**src/rtl/fetch_controller.sv**
```systemverilog
// fetch_controller: Fetch-stage sequencer owning the PC, one outstanding imem request,
// stall hold buffer, Execute redirects and IF/ID enable/flush.
module fetch_controller #(
  parameter logic [31:0] RESET_PC    = 32'h0000_0000,
  parameter int          BOOT_CYCLES = 2
) (
  input  logic        CLK,
  input  logic        RST_N,
  input  logic        PCSrcE,
  input  logic [31:0] PCTargetE,
  input  logic        StallF,
  input  logic        IMemValid,
  input  logic [31:0] IMemRData,
  output logic        IMemReq,
  output logic [31:0] IMemAddr,
  output logic [31:0] PCF,
  output logic [31:0] PCPlus4F,
  output logic [31:0] InstrF,
  output logic        EnableD,
  output logic        FlushD,
  output logic [31:0] FetchCount
);
  localparam int BW = BOOT_CYCLES > 1 ? $clog2(BOOT_CYCLES) : 1;
  typedef enum logic [2:0] {S_BOOT, S_ISSUE, S_WAIT, S_HOLD, S_DRAIN} state_t;
  state_t r_state, w_next;
  logic [BW-1:0] r_boot;
  logic [31:0] r_pc, r_hold, r_count, w_pc_next, w_instr;
  logic w_req, w_en, w_flush, w_redir, w_load_hold;
  assign w_redir = PCSrcE && r_state != S_BOOT;
  always_comb begin
    w_next      = r_state;
    w_req       = 1'b0;
    w_en        = 1'b0;
    w_flush     = w_redir;
    w_instr     = 32'h0;
    w_load_hold = 1'b0;
    case (r_state)
      S_BOOT:  begin
        w_flush = 1'b1;
        if (r_boot == BW'(BOOT_CYCLES - 1)) w_next = S_ISSUE;
      end
      S_ISSUE: begin
        w_req = !w_redir;
        if (!w_redir) w_next = S_WAIT;
      end
      S_WAIT:  begin
        w_instr = IMemRData;
        if (w_redir) w_next = IMemValid ? S_ISSUE : S_DRAIN;
        else if (IMemValid) begin
          w_en        = !StallF;
          w_load_hold = StallF;
          w_next      = StallF ? S_HOLD : S_ISSUE;
        end
      end
      S_HOLD:  begin
        w_instr = r_hold;
        w_en    = !w_redir && !StallF;
        if (w_redir || !StallF) w_next = S_ISSUE;
      end
      S_DRAIN: if (IMemValid) w_next = S_ISSUE;
      default: w_next = S_BOOT;
    endcase
    w_pc_next = w_redir ? (PCTargetE & ~32'h3) : w_en ? r_pc + 32'd4 : r_pc;
  end
  always_ff @(posedge CLK) begin
    if (!RST_N) begin
      r_state <= S_BOOT;
      r_pc    <= RESET_PC;
      r_boot  <= '0;
      r_hold  <= 32'h0;
      r_count <= 32'h0;
    end else begin
      r_state <= w_next;
      r_pc    <= w_pc_next;
      r_boot  <= r_state == S_BOOT ? r_boot + 1'b1 : r_boot;
      r_hold  <= w_load_hold ? IMemRData : r_hold;
      r_count <= r_count + {31'h0, w_en};
    end
  end
  // Reset forces the bubble outputs combinationally, before the state register settles.
  assign IMemReq    = RST_N && w_req;
  assign EnableD    = RST_N && w_en;
  assign FlushD     = !RST_N || w_flush;
  assign InstrF     = RST_N ? w_instr : 32'h0;
  assign IMemAddr   = r_pc;
  assign PCF        = r_pc;
  assign PCPlus4F   = r_pc + 32'd4;
  assign FetchCount = r_count;
endmodule

```
**config.mk**
```make
export PLATFORM = sky130hd
export DESIGN_NAME = fetch_controller
export DESIGN_NICKNAME = d
export VERILOG_FILES = /design/src/rtl/fetch_controller.sv
export SDC_FILE = /design/constraint.sdc
export NUM_CORES = 1
export LEC_CHECK = 0
export ABC_AREA = 1
export CAP_MARGIN = 40
export CORE_UTILIZATION = 40
export DETAILED_ROUTE_END_ITERATION = 12
export PLACE_DENSITY = 0.79
export SLEW_MARGIN = 20
export SYNTH_ARGS = -nofsm -noshare
export SYNTH_HDL_FRONTEND = slang
export SYNTH_SLANG_ARGS = --single-unit
export TNS_END_PERCENT = 50
```
**constraint.sdc**
```tcl
create_clock -name CLK -period 2.5 [get_ports CLK]
set_clock_uncertainty 0.1 [all_clocks]
set_input_delay 0.5 -clock CLK [delete_from_list [all_inputs] [get_ports CLK]]
set_output_delay 0.5 -clock CLK [all_outputs]
set_load 0.02 [all_outputs]
```
* Yosys cells after proc, flatten, opt, wreduce, memory -nomap -nowiden
Cells that the tools add are included.
** Word-level totals
- Flip-flop bits (word level) :: 100
- Output and inout bits :: 163
- Logic and storage cells :: 54
** Operators by class
- Add/subtract/negate cells :: 3
- Eq/ne operators :: 9
- Muxes and demuxes :: 21
- Bitwise logic cells :: 1
- Reduce and logical (&&, ||, !) cells :: 14
** Operator list (count)
- $mux W32 :: 3
- $pmux W32 S2 :: 1
- $add A32 B1 Y32 :: 1
- $add A32 B3 Y32 const B :: 1
- $mux W3 :: 7
- $pmux W3 S5 :: 1
- $ne A2 B2 Y1 const B :: 4
- $mux W1 :: 7
- $eq A3 B2 Y1 const B :: 2
- $reduce_and A5 Y1 :: 1
- $logic_and A1 B1 Y1 :: 4
- $eq A3 B1 Y1 const B :: 1
- $eq A3 B3 Y1 const B :: 1
- $logic_not A1 Y1 :: 3
- $logic_not A3 Y1 :: 1
- $ne A3 B3 Y1 const B :: 1
- $reduce_bool A3 Y1 :: 1
- $logic_or A1 B1 Y1 :: 2
- $mux W2 :: 1
- $pmux W1 S2 :: 1
- $reduce_bool A2 Y1 :: 1
- $reduce_or A2 Y1 :: 1
- $add A1 B1 Y1 const B :: 1
- $not A1 Y1 :: 1

* Logic depth before layout (Yosys ltp)
- Depth in word-level cells :: 7
- Gate-level depth with buffers :: 17

* Worst setup path after synthesis
No wires, ideal clock.
- Kind :: input -> register
- Start point :: input port IMemValid
- End point :: register r_count[12], in the netlist FetchCount[12]
- Library setup time :: 0.117 ns
- Arrival time :: 2.322 ns
- Required time :: 2.283 ns
- Slack :: -0.039 ns
- Stages on the path :: 16
- Path buffers :: 1
- Path through :: inv_1 > nand2_1 > nand2_2 > nor2_2 > buf_2 > ha_1 > ha_1 > nand2_1 > nor2_1 > inv_1 > nor2_1 > nand2_1 > inv_1 > nand2_1 > o21ai_0 > nor2_1
** Between the ends
- Longest elaborated chain between the ends :: 4
** RTL lines
- start, declared :: RTL line 12 : input logic IMemValid,
- $mux W1 :: RTL line 49 : else if (IMemValid) begin
- $mux W1 :: RTL line 48 : if (w_redir) w_next = IMemValid ? S_ISSUE : S_DRAIN;
- $pmux W1 S2 :: RTL line 37 : case (r_state)
- $add A32 B1 Y32 :: RTL line 77 : r_count <= r_count + {31'h0, w_en};
- end signal, assigned :: RTL line 77
- end, declared :: RTL line 27 : logic [31:0] r_pc, r_hold, r_count, w_pc_next, w_instr;
No other way between the ends.
A chain may end at the register's enable or synchronous reset.

* Worst setup path in the final report
- Start point :: register r_pc[3], in the netlist IMemAddr[3]
- End point :: output port PCPlus4F[29]
** Between the ends
- Longest elaborated chain between the ends :: 1
** RTL lines
- start, declared :: RTL line 27
- start signal, assigned :: RTL line 74 : r_pc <= w_pc_next;
- $add A32 B3 Y32 :: RTL line 87 : assign PCPlus4F = r_pc + 32'd4;
- end, declared :: RTL line 17 : output logic [31:0] PCPlus4F,
No other way between the ends.

==> metrics.yaml <==
n_fill_cell: 1295
start_kind: "flip-flop"
routed.top_layer: "met4"
antenna_found_initial: 0
hold_class: "reg2reg"
cts_tree: "done"
swShare: 0.366
clk_latency_ps: 350
path_cells: "buf_4, nand2_2, nor2_4, nand2_2, buf_6, nor3_4, nand2_1, nand2_1, nand2_2, buf_4"
wl_per_cell_um: 14.3
vias: 7036
first_iter_violations: 516
io_buffer_count: 223
stdcell_count: 1381
power_mw: 5.45
areaGrowthSynthToFinish_pct: 55.0
cts_buffers: 9
htreeDepth: 3
io_pins: 232
initial_core_util: 0.417
grt-ovfl-total: 0
synth_ff_type: "dfxtp_1"
cts_sinks: 98
p_leak_nw: 3.58
synth.distinct_cells: 33
placedCellCount: 1359
cpMostUsedCell: "nand2_2"
grt_max_degree: 60
layout_common_cells: "288 x nand2_1, 159 x clkdlybuf4s50_1, 101 x a21oi_1"
pwr_density_cell_nw_per_um2: 599
crit_path_start: "IMemAddr[3]$_SDFFE_PN0P_"
gp_congestion: 0.956
die_h_um: 123
first_global_vias: 6353
ys_seq_area_frac: 0.334
fin_crit_ps: 2490
hold_viol: 0
cts_max_path_buffers: 2
status: "complete, no violations"
core_sq_um: 14100
arrival_ps: 1890
synth_seq_cells: 98
rsz0062_at_grt: "true"
grt_usage: 0.258
p_int_mw: 3.45
met1_length_um: 8140
cp.required_ps: 1900
ir_drop_v: 0.000344
fp.dieW_um: 123
drcViolationCount: 0
vias_per_cell: 5.09
p_sw_mw: 2.00
fmax_ghz: 0.401
drive_gt1_frac: 0.191
wirelength_um: 19700
grt_first_pass_wirelength_um: 30800
rows: 43
syn_area_sq_um: 5870
worst-slew-pin-transition_ps: 601
hp-start: "r_hold[27]$_SDFFE_PN0P_"
dp_slack_ps: -494
layout_commonest_cell: "nand2_1"
ys_warn_count: 0
cpLargestDelayFamily: "simple AND/OR/NAND/NOR gates"
syn_inst: 930
die_area_sq_um: 15200
async_flop_share: 0
synth_edf_count: 0
ant_nets: 0
max-slew-margin-rel: 0.599
combPwrFrac: 0.410
final_max_slew_viol_count: 0
clkSlewWorstSetupHoldPaths_ps: 70
avgSynthCellArea_sq_um: 6.31
setup_viol: 0
holdWs_ps: 344
regToRegStartpoint: "r_state[1]$_SDFFE_PN0P_"
dp_hpwl_um: 14500
crit_path_top_delay_cell: "dfxtp_2"
p_seq_frac: 0.335
end_kind: "output pin"
critPathMaxFanout: 4
path_class: "reg2out"
insertedDiodeCount: 0
slowest_delay_ps: 360
cap_viol_max_count: 0
p_clk_frac: 0.255
wl_met2_um: 9470
route.met3.wl_um: 1610
root_buffer: "clkbuf_16"
nets: 1270
cp_num_buf_inv: 3
setup_ws_ps: 7.70
drtPass1Iterations: 5
finalCritPeriodShare: 0.997
## registers in the layout, indices dropped and copies added (netlist names)
register / flops
FetchCount: 32
IMemAddr: 30
r_boot: 1
r_hold: 32
r_state: 3
## Yosys cell counts, types with 13 or more instances
cell type	n	area (sq um)
o21ai_0	44	220
nor2_1	75	282
nand3b_1	13	97.6
nor3_1	22	110
dfxtp_1	98	1960
buf_4	37	278
nand3_1	54	270
xor2_1	14	123
nand2_1	296	1110
inv_1	80	300
a21oi_1	101	505
clkbuf_1	22	82.6
## cell type report
type | instances | area [sq um] | area share
clock buffers | 10 | 229 | 0.0252
multi-input cells | 680 | 3410 | 0.375
repair buffers | 324 | 2890 | 0.318
well taps | 180 | 225 | 0.0247
clock inverters | 5 | 56.3 | 0.00618
flip-flops and latches | 98 | 1970 | 0.217
inverters | 84 | 315 | 0.0346
## power by group through the flow
stage / combinational (mW) / sequential, mW / clock (mW)
3_3_place_gp: 2.23 / 1.84 / 0
2_1_floorplan: 1.11 / 1.99 / 0
6_report: 2.23 / 1.83 / 1.39
4_1_cts: 2.20 / 1.81 / 1.41
5_1_grt: 2.43 / 1.84 / 1.48
3_5_place_dp: 2.26 / 1.85 / 0
## metal layers
layer,vias up,track usage
met4,0,0.0896
met2,308,0.448
met5,-,0
met1,3215,0.310
met3,37,0.0595
li1,3476,-
## metrics by stage
step	util	TNS, ps	instance area (sq um)
global placement	0.615	-8820	8670
CTS	0.633	-38.6	8920
global route	0.646	-280	9100
detailed placement	0.615	-11000	8670
floorplan	-	0	5890
finish	0.646	0	9100
## path summary, 6_finish.rpt
| path | endpoint | depth (start not counted) | slack [ps] |
|---|---|---|---|
| worst max-delay path | PCPlus4F[29] | 10 | 8 |
| worst min-delay path | r_hold[27]$_SDFFE_PN0P_ | 2 | 340 |
| worst max register to register | FetchCount[18]$_SDFF_PN0_ | 16 | 170 |
| worst min register to register | r_hold[27]$_SDFFE_PN0P_ | 2 | 340 |
## cell families after synthesis
logic type | Yosys count | synth area share
compound gates | 165 | 0.147
other cells | 1 | 0.000639
buf+inv | 157 | 0.127
simple gates | 482 | 0.348
flops | 98 | 0.334
xor+xnor | 23 | 0.0343
fa+ha+maj | 4 | 0.00852
## what timing repair did
action                     CTS  global route
gates resized for setup    147           104
setup buffers                1             6
gates cloned                 0             0
pin swaps                    3            18
hold buffers                 0             0
setup endpoints to repair   75            77
## tightest hold or removal path, stage by stage (launching register included)
cell and delay [ps]:
dfxtp_1 310, inv_1 40, a21oi_1 50
No activity file was read; power rests on OpenSTA's default activity.
